===== config.mk =====
export PLATFORM = sky130hd
export DESIGN_NAME = wrr_multi_dispatch
export DESIGN_NICKNAME = d
export VERILOG_FILES = /design/src/rtl/wrr_multi_dispatch.sv
export SDC_FILE = /design/constraint.sdc
export NUM_CORES = 1
export LEC_CHECK = 0
export CAP_MARGIN = 0
export CORE_ASPECT_RATIO = 1.4
export CORE_UTILIZATION = 60
export DETAILED_ROUTE_END_ITERATION = 10
export PLACE_DENSITY = 0.93
export SYNTH_ARGS = -nofsm -noshare
export SYNTH_HDL_FRONTEND = slang
export SYNTH_SLANG_ARGS = --single-unit

===== constraint.sdc =====
create_clock -name clk -period 27 [get_ports clk]
set_input_delay 5.4 -clock clk [delete_from_list [all_inputs] [get_ports clk]]
set_output_delay 5.4 -clock clk [all_outputs]
set_load 0.01 [all_outputs]

===== src/rtl/wrr_multi_dispatch.sv =====
// Weighted-round-robin issue arbiter: NUM_THREADS decode slots onto NUM_ALUS ALUs with a shared multi-cycle divider.
// Optional starvation aging is enabled by defining DISPATCH_AGING_EN.
module wrr_multi_dispatch #(
    parameter int unsigned       NUM_THREADS  = 4,
    parameter int unsigned       NUM_ALUS     = 2,
    parameter int unsigned       OPC_W        = 7,
    parameter logic [OPC_W-1:0]  DIV_OPC      = OPC_W'(38),
    parameter int unsigned       DIV_LAT      = 3,
    parameter int unsigned       WEIGHT_W     = 4,
    parameter int unsigned       DIV_BONUS    = 4,
    parameter int unsigned       STARTUP_HOLD = 2,
    parameter int unsigned       AGE_MAX      = 2,
    localparam int unsigned      TID_W        = $clog2(NUM_THREADS + 1)
) (
    input  logic                                 clk,
    input  logic                                 rst,
    input  logic [NUM_THREADS-1:0][OPC_W-1:0]    oh_in,
    input  logic [NUM_ALUS-1:0]                  alu_ready,
    output logic [NUM_ALUS-1:0][TID_W-1:0]       dispatch_threads,
    output logic [NUM_ALUS-1:0]                  dispatch_valid,
    output logic                                 div_busy
);

    localparam int unsigned      CNT_W      = (DIV_LAT > 1) ? $clog2(DIV_LAT) : 1;
    localparam int unsigned      HOLD_W     = (STARTUP_HOLD > 0) ? $clog2(STARTUP_HOLD + 1) : 1;
    localparam int unsigned      W_MAX_I    = (2 ** WEIGHT_W) - 1;
    localparam logic [WEIGHT_W-1:0] W_MAX   = '1;
    localparam logic [CNT_W-1:0] DIV_RELOAD = CNT_W'(DIV_LAT - 1);

    function automatic logic [WEIGHT_W-1:0] sat_w(input int unsigned v);
        return (v > W_MAX_I) ? W_MAX : WEIGHT_W'(v);
    endfunction

    logic [HOLD_W-1:0]   hold_cnt;
    logic [CNT_W-1:0]    div_cnt;
    logic [CNT_W-1:0]    wait_cnt [NUM_THREADS];
    logic [WEIGHT_W-1:0] weight   [NUM_THREADS];
    logic [WEIGHT_W-1:0] ew_base  [NUM_THREADS];
    logic [NUM_THREADS-1:0] is_div;
    logic [NUM_THREADS-1:0] aged;
    logic [NUM_THREADS-1:0] taken;
    logic [NUM_THREADS-1:0] win;
    logic [WEIGHT_W-1:0] best;
    logic [WEIGHT_W-1:0] e;
    int unsigned         bsel;
    logic                div_taken;
    logic                any_grant;
    logic                div_grant;

`ifdef DISPATCH_AGING_EN
    localparam int unsigned AGE_W = (AGE_MAX > 0) ? $clog2(AGE_MAX + 1) : 1;
    logic [AGE_W-1:0] age [NUM_THREADS];

    always_ff @(posedge clk or negedge rst) begin
        if (!rst) begin
            for (int unsigned i = 0; i < NUM_THREADS; i++) age[i] <= '0;
        end else begin
            for (int unsigned i = 0; i < NUM_THREADS; i++) begin
                if (taken[i])
                    age[i] <= '0;
                else if (oh_in[i] != '0 && age[i] != AGE_W'(AGE_MAX))
                    age[i] <= age[i] + 1'b1;
            end
        end
    end

    always_comb begin
        for (int unsigned i = 0; i < NUM_THREADS; i++) aged[i] = (age[i] == AGE_W'(AGE_MAX));
    end
`else
    assign aged = '0;
`endif

    always_comb begin
        for (int unsigned i = 0; i < NUM_THREADS; i++) begin
            is_div[i]  = (oh_in[i] == DIV_OPC);
            ew_base[i] = '0;
            if (oh_in[i] != '0 && wait_cnt[i] == '0) begin
                if (is_div[i]) begin
                    if (div_cnt == '0)
                        ew_base[i] = aged[i] ? W_MAX : sat_w(32'(weight[i]) + DIV_BONUS);
                end else begin
                    ew_base[i] = aged[i] ? W_MAX : weight[i];
                end
            end
        end
    end

    // Ports are served in order; earlier winners and an already-issued divide mask later ports.
    always_comb begin
        taken          = '0;
        div_taken      = 1'b0;
        dispatch_valid = '0;
        win            = '0;
        best           = '0;
        e              = '0;
        bsel           = 0;
        for (int unsigned j = 0; j < NUM_ALUS; j++) begin
            dispatch_threads[j] = TID_W'(NUM_THREADS);
            win  = '0;
            best = '0;
            bsel = 0;
            if (hold_cnt == '0 && alu_ready[j]) begin
                for (int unsigned i = 0; i < NUM_THREADS; i++) begin
                    e = ew_base[i];
                    if (taken[i] || (is_div[i] && div_taken)) e = '0;
                    if (e > best) begin
                        best   = e;
                        bsel   = i;
                        win    = '0;
                        win[i] = 1'b1;
                    end
                end
                if (best != '0) begin
                    dispatch_valid[j]   = 1'b1;
                    dispatch_threads[j] = TID_W'(bsel);
                    taken               = taken | win;
                    if ((win & is_div) != '0) div_taken = 1'b1;
                end
            end
        end
    end

    assign any_grant = (dispatch_valid != '0);
    assign div_grant = div_taken;
    assign div_busy  = (div_cnt != '0);

    always_ff @(posedge clk or negedge rst) begin
        if (!rst) begin
            hold_cnt <= HOLD_W'(STARTUP_HOLD);
            div_cnt  <= '0;
            for (int unsigned i = 0; i < NUM_THREADS; i++) begin
                wait_cnt[i] <= '0;
                weight[i]   <= sat_w(2 * (NUM_THREADS - i) - 1);
            end
        end else if (hold_cnt != '0) begin
            hold_cnt <= hold_cnt - 1'b1;
        end else begin
            // A divide grant reloads even when the old occupancy expires this cycle.
            if (div_grant)
                div_cnt <= DIV_RELOAD;
            else if (div_cnt != '0)
                div_cnt <= div_cnt - 1'b1;
            for (int unsigned i = 0; i < NUM_THREADS; i++) begin
                if (taken[i] && is_div[i])
                    wait_cnt[i] <= DIV_RELOAD;
                else if (wait_cnt[i] != '0)
                    wait_cnt[i] <= wait_cnt[i] - 1'b1;
            end
            if (any_grant) begin
                weight[0] <= weight[NUM_THREADS-1];
                for (int unsigned i = 1; i < NUM_THREADS; i++) weight[i] <= weight[i-1];
            end
        end
    end

endmodule


==> impl_metrics.env, run 1 <==
export IMPL_final_util=0.7004
export IMPL_hold_violations=0
export IMPL_vias_per_cell=7.143
export IMPL_drv_cap=0
export IMPL_num_io_pins=41
export IMPL_drive_gt1_frac=0.1159
export IMPL_area_growth_pct=12.81
export IMPL_synth_area_leaders="dfrtp_1 (12%), ha_1 (12%), nand2_1 (7.0%), dfstp_2 (6.2%), o211ai_1 (5.3%)"
export IMPL_syn_num_nets=548
export IMPL_yosysUniqueCellTypes=86
export IMPL_worstPathArrival_ns=19.82
export IMPL_gr_total_overflow=0
export IMPL_yosysTopAreaCell="dfrtp_1"
export IMPL_path_clk_slew_ns=0.09
export IMPL_crit_fanout=31
export IMPL_worstMarginPinSlew_ns=1.220
export IMPL_htreeDepth=1
export IMPL_mostFrequentLayoutCell="nand2_1"
export IMPL_yosys_most_used_dff="dfrtp_1"
export IMPL_io_buffer_count=40
export IMPL_cp_required_ns=21.60
export IMPL_finalCritPeriodShare=0.9343
export IMPL_netlist_area_mm2=0.003830
export IMPL_fin_crit_ns=25.22
export IMPL_crit_buf_inv=5
export IMPL_wl_mm=11.56
export IMPL_syn_area_per_cell_um2=8.012
export IMPL_die_x_um=69.53
export IMPL_numCtsBuffers=3
export IMPL_cts_tree="built"
export IMPL_cp_slowest_stage_delay_ns=0.94
export IMPL_final_cell_mix="nand2_1 (71), clkdlybuf4s50_1 (40), nor2_1 (39)"
export IMPL_fp_row_count=34
export IMPL_cts_hold_buf=0
export IMPL_die_h_um=96.53
export IMPL_maxSlewViolCount=0
export IMPL_final_cell_area_mm2=0.004320
export IMPL_clock_skew_ns=0.006179
export IMPL_cpLargestDelayFamily="compound AO/OA/AOI/OAI gates"
export IMPL_async_reset_ff_frac=1.000
export IMPL_cp_end_kind="primary output"
export IMPL_ys_seq_area_frac=0.1859
export IMPL_clkLatencyLatePin_ns=0.27
export IMPL_dpl_hpwl_mm=9.223
export IMPL_finalSetupViolations=0
export IMPL_vias=4150
export IMPL_drtIter0Drc=371
export IMPL_hold_class="flop to flop"
export IMPL_rsz0062_at_grt="no"
export IMPL_grt_first_pass_wirelength_mm=18.35
export IMPL_wl_per_cell_um=19.90
export IMPL_postCtsSetupBuffers=0
export IMPL_synthCells=478
export IMPL_synth_top_area_frac=0.1241
export IMPL_grt_pass1_vias=3941
export IMPL_nFillCells=487
export IMPL_first_pass_iters=6
export IMPL_fmax_ghz=0.03964
export IMPL_synth_edf_count=0
export IMPL_setup_tns_ns=0
export IMPL_die_area_mm2=0.006711
export IMPL_crit_top_cell="ha_1"
export IMPL_cts_root_buf="clkbuf_8"
export IMPL_status="completed"
export IMPL_relSlewSlack=0.1836
export IMPL_path_class="input port to primary output"
export IMPL_slowest_stage="nor2_1"
export IMPL_drt_drc_violations_left=0
export IMPL_ys_seq_elements=28
export IMPL_grt_use_total=0.3424
export IMPL_antenna_found_initial=0
export IMPL_gp_congestion=1.027
export IMPL_grt_max_degree=32
export IMPL_initial_core_util=0.6209
export IMPL_core_region_area_mm2=0.006168
export IMPL_clockBufferDepth=2
export IMPL_cts_repair_resized=0
export IMPL_yosysWarnings=0
export IMPL_cellLeakagePower_nw=1.689
export IMPL_ant_nets=0
export IMPL_vdd_ir_drop_max_v=0.00005155
export IMPL_dpl_cell_area_mm2=0.004249
export IMPL_p_per_area_mw_per_mm2=37.81
export IMPL_nets=580
export IMPL_critPathLaunchType="input port"
export IMPL_cts_sinks=28
export IMPL_num_antenna_cells=0
==> report_power, final <==
part | leakage, nW | internal (mW) | total (mW) | switching (mW)
Clock | 0.0357 | 0.0198 | 0.0319 | 0.0121
Sequential | 0.335 | 0.0505 | 0.0551 | 0.00457
Combinational | 1.32 | 0.0323 | 0.0763 | 0.0440
Total | 1.69 | 0.103 | 0.163 | 0.0607
==> cell type report <==
class | count | area [µm²] | area share
Sequential cell | 28 | 711.9 | 0.1648
Tap cell | 72 | 90.09 | 0.02085
Timing Repair Buffer | 41 | 407.9 | 0.09441
Clock inverter | 1 | 30.03 | 0.006950
Multi-Input combinational cell | 406 | 2922 | 0.6762
Inverter | 30 | 117.6 | 0.02722
Clock buffer | 3 | 41.29 | 0.009557
==> through the flow <==
step / setup slack (ns) / hold slack (ns) / std cells / power, mW
after floorplan: 5.467 / 0.4375 / 478 / 0.1051
after global routing: 0.7853 / 0.4973 / 581 / 0.1713
after detailed placement: 2.070 / 0.4711 / 577 / 0.1289
final: 1.775 / 0.4910 / 581 / 0.1634
after global placement: 2.382 / 0.4541 / 577 / 0.1242
after CTS: 2.023 / 0.4867 / 581 / 0.1621
==> synth_stat cells, types with 10 or more instances <==
library cell / count
a21oi_1: 12
dfrtp_1: 19
ha_1: 38
inv_1: 27
nand2_1: 71
nand3_1: 11
nor2_1: 39
nor2b_1: 10
nor3_1: 11
o211ai_1: 27
o21a_1: 12
o21ai_0: 19
==> routing by layer <==
layer  global-route usage  share of wire  vias up  wire length, µm
li1                     -              -     1894                -
met1               0.3849           0.37     1951             4289
met2               0.6222           0.50      233             5834
met3              0.02697          0.065       72              746
met4               0.2330          0.060        0              694
met5                    0              0        -                0
==> final timing paths <==
path                                          from                 endpoint  slack [ns]  depth (start not counted)
hold / removal             hold_cnt[0]$_DFFE_PN0N_  hold_cnt[0]$_DFFE_PN0N_        0.49                          1
setup / recovery                          oh_in[7]      dispatch_threads[3]        1.78                         52
min in group asynchronous                      rst   weight[15]$_DFFE_PN0P_        5.49                          2
max in group asynchronous                      rst  hold_cnt[1]$_DFFE_PN1N_       21.20                          2
hold reg to reg            hold_cnt[0]$_DFFE_PN0N_  hold_cnt[0]$_DFFE_PN0N_        0.49                          1
setup reg to reg            div_cnt[0]$_DFFE_PN0P_   div_cnt[0]$_DFFE_PN0P_       12.83                         51
==> sequential cells by signal, indices dropped and copies added (netlist names) <==
signal,flops
div_cnt,2
hold_cnt,2
wait_cnt,8
weight,16
==> logic make-up (layout without fill, tap and decap cells) <==
kind of cell	count (synthesis)	after routing	synth area share
buffers and inverters	44	75	0.05129
muxes	4	4	0.01078
xor gates and xnor gates	4	4	0.009146
DFF	28	28	0.1859
AOI/OAI and AO/OA	160	160	0.3492
adders and majority gates	38	38	0.1241
and+or+nand+nor	200	200	0.2695
Note: power is estimated with default switching activity, not from simulation.
==> inputs of run 2 (changes only) <==
Settings changed: CORE_ASPECT_RATIO 1.4 to 1.2.
==> run 2 against run 1 <==
Register-to-register slack got worse by 0.16 ns. Global-route usage is 2.5 points higher. Largest cell class unchanged. First-iteration DRC count is 10% lower. Clock power increased by 3%. Final area grew 0.29%. Via count is 1.9% lower.
==> impl_metrics.env, run 2 (synthesis gave the netlist of run 1 again) <==
export IMPL_status="completed"
export IMPL_rrSetupSlack_ns=12.67
export IMPL_num_antenna_cells=0
export IMPL_finalSetupViolations=0
export IMPL_cts_repair_resized=0
export IMPL_switching_share=0.3731
export IMPL_fmax_ghz=0.03939
export IMPL_wl_mm=11.97
export IMPL_routed_top_layer="met4"
export IMPL_core_region_area_mm2=0.006090
export IMPL_clockBufferDepth=2
export IMPL_rsz0062_at_grt="no"
export IMPL_timing_rr_start="div_cnt[0]$_DFFE_PN0P_"
export IMPL_nets=580
export IMPL_die_area_mm2=0.006708
export IMPL_grt_first_pass_wirelength_mm=18.26
export IMPL_numCtsBuffers=3
export IMPL_dpl_hpwl_mm=9.573
export IMPL_first_pass_iters=7
export IMPL_drive_gt1_frac=0.1159
export IMPL_clkLatencyLatePin_ns=0.29
export IMPL_path_clk_slew_ns=0.08
export IMPL_num_io_pins=41
export IMPL_vdd_ir_drop_max_v=0.00007547
export IMPL_cp_required_ns=21.60
export IMPL_grt_max_degree=32
export IMPL_grt_use_total=0.3675
export IMPL_grt_pass1_vias=3852
export IMPL_mostFrequentLayoutCell="nand2_1"
export IMPL_finalCritPeriodShare=0.9403
export IMPL_top_regs="weight x16, wait_cnt x8"
export IMPL_drv_cap=0
export IMPL_drt_drc_violations_left=0
export IMPL_cp_end_kind="primary output"
export IMPL_setup_tns_ns=0
export IMPL_pwr_share_seq=0.336
export IMPL_critPathLaunchType="input port"
export IMPL_p_int_mw=0.1026
export IMPL_min_delay_start="hold_cnt[0]$_DFFE_PN0N_"
export IMPL_multiInputGateArea_mm2=0.002922
export IMPL_cellLeakagePower_nw=1.689
export IMPL_slowest_stage="nor2_1"
export IMPL_io_buffer_count=40
export IMPL_combPwrFrac=0.462
export IMPL_hold_class="flop to flop"
export IMPL_gr_total_overflow=0
export IMPL_ant_nets=0
export IMPL_hold_violations=0
export IMPL_reg2reg_depth=52
export IMPL_nFillCells=487
export IMPL_p_per_area_mw_per_mm2=37.78
export IMPL_vias_per_cell=6.892
export IMPL_final_seq_area_um2=711.9
export IMPL_postCtsSetupBuffers=0
export IMPL_fp_row_count=31
export IMPL_crit_fanout=31
export IMPL_wl_per_cell_um=20.25
export IMPL_crit_top_cell="ha_1"
export IMPL_hold_end="hold_cnt[0]$_DFFE_PN0N_"
export IMPL_worstPathArrival_ns=19.99
export IMPL_cp_slowest_stage_delay_ns=0.95
export IMPL_hold_path_cell_count=1
export IMPL_initial_core_util=0.6289
export IMPL_antenna_found_initial=0
export IMPL_htreeDepth=1
export IMPL_relSlewSlack=0.1697
export IMPL_m1WireLength_mm=4.675
export IMPL_cts_hold_buf=0
export IMPL_dr_wl_met2_mm=5.966
export IMPL_cts_tree="built"
export IMPL_vias=4073
export IMPL_maxSlewViolCount=0
export IMPL_regToRegEndpoint="weight[3]$_DFFE_PN0P_"
export IMPL_dr_wl_met3_um=746
export IMPL_drtIter0Drc=333
export IMPL_p_switching_mw=0.06107
export IMPL_p_clk_frac=0.202
export IMPL_largest_register_ffs=16
export IMPL_clock_skew_ns=0.01113
export IMPL_fin_crit_ns=25.39
export IMPL_cts_root_buf="clkbuf_8"
export IMPL_die_x_um=74.94
export IMPL_area_growth_pct=13.13
export IMPL_cts_sinks=28
export IMPL_final_cell_mix="nand2_1 (71), clkdlybuf4s50_1 (40), nor2_1 (39)"
export IMPL_final_util=0.7115
export IMPL_gp_congestion=1.009
export IMPL_worstMarginPinSlew_ns=1.241
export IMPL_regMostFlops="weight"
export IMPL_path_class="input port to primary output"
export IMPL_die_h_um=89.52
run 2: cell counts in the layout (fill, tap and decap cells not counted):
No cell type changed its count.
run 2: worst max path at each step:
stage | cells after the start | startpoint | slack (ns) | endpoint
floorplan | 54 | oh_in[7] | 5.47 | dispatch_threads[3]
global placement | 52 | oh_in[7] | 2.21 | dispatch_threads[3]
detailed placement | 52 | oh_in[7] | 1.91 | dispatch_threads[3]
CTS | 52 | oh_in[7] | 1.86 | dispatch_threads[3]
global route | 52 | oh_in[7] | 0.40 | dispatch_threads[3]
finish | 52 | oh_in[7] | 1.61 | dispatch_threads[3]
run 2: area by class of cell:
cell class / count / area share
multi-input combinational: 406 / 0.6743
sequential: 28 / 0.1643
timing repair buffer: 41 / 0.09414
inverter: 30 / 0.02714
tap: 82 / 0.02368
clock buffer: 3 / 0.009529
clock inverter: 1 / 0.006930
run 2: worst max-delay path: cells and delay by family:
kind / cells / cell delay [ns]
AO/OA/AOI/OAI: 24 / 6.52
adder cells (fa/ha/maj): 6 / 1.84
buffers and inverters: 5 / 1.59
AND/OR/NAND/NOR: 17 / 4.61
run 2: metrics by stage:
step                hold slack, ns  std cells  setup WS, ns  cell area (µm²)  total power, mW
global placement            0.4536        587         2.212             4262           0.1251
finish                      0.4816        591         1.611             4333           0.1637
detailed placement          0.4586        587         1.908             4262           0.1300
global route                0.4803        591        0.3983             4333           0.1733
floorplan                   0.4375        478         5.467             3830           0.1051
CTS                         0.4742        591         1.862             4333           0.1633
run 2: power groups by stage:
stage | combinational, mW | clock [mW] | sequential (mW)
detailed placement | 0.0744 | 0 | 0.0557
global placement | 0.0705 | 0 | 0.0546
finish | 0.0757 | 0.0330 | 0.0550
floorplan | 0.0507 | 0 | 0.0544
global route | 0.0833 | 0.0346 | 0.0554
CTS | 0.0750 | 0.0333 | 0.0550
run 2: layer usage:
| layer | vias to the layer above | track usage |
|---|---|---|
| li1 | 1903 | - |
| met1 | 1925 | 0.4296 |
| met2 | 187 | 0.6446 |
| met3 | 58 | 0.04622 |
| met4 | 0 | 0.2024 |
| met5 | - | 0 |
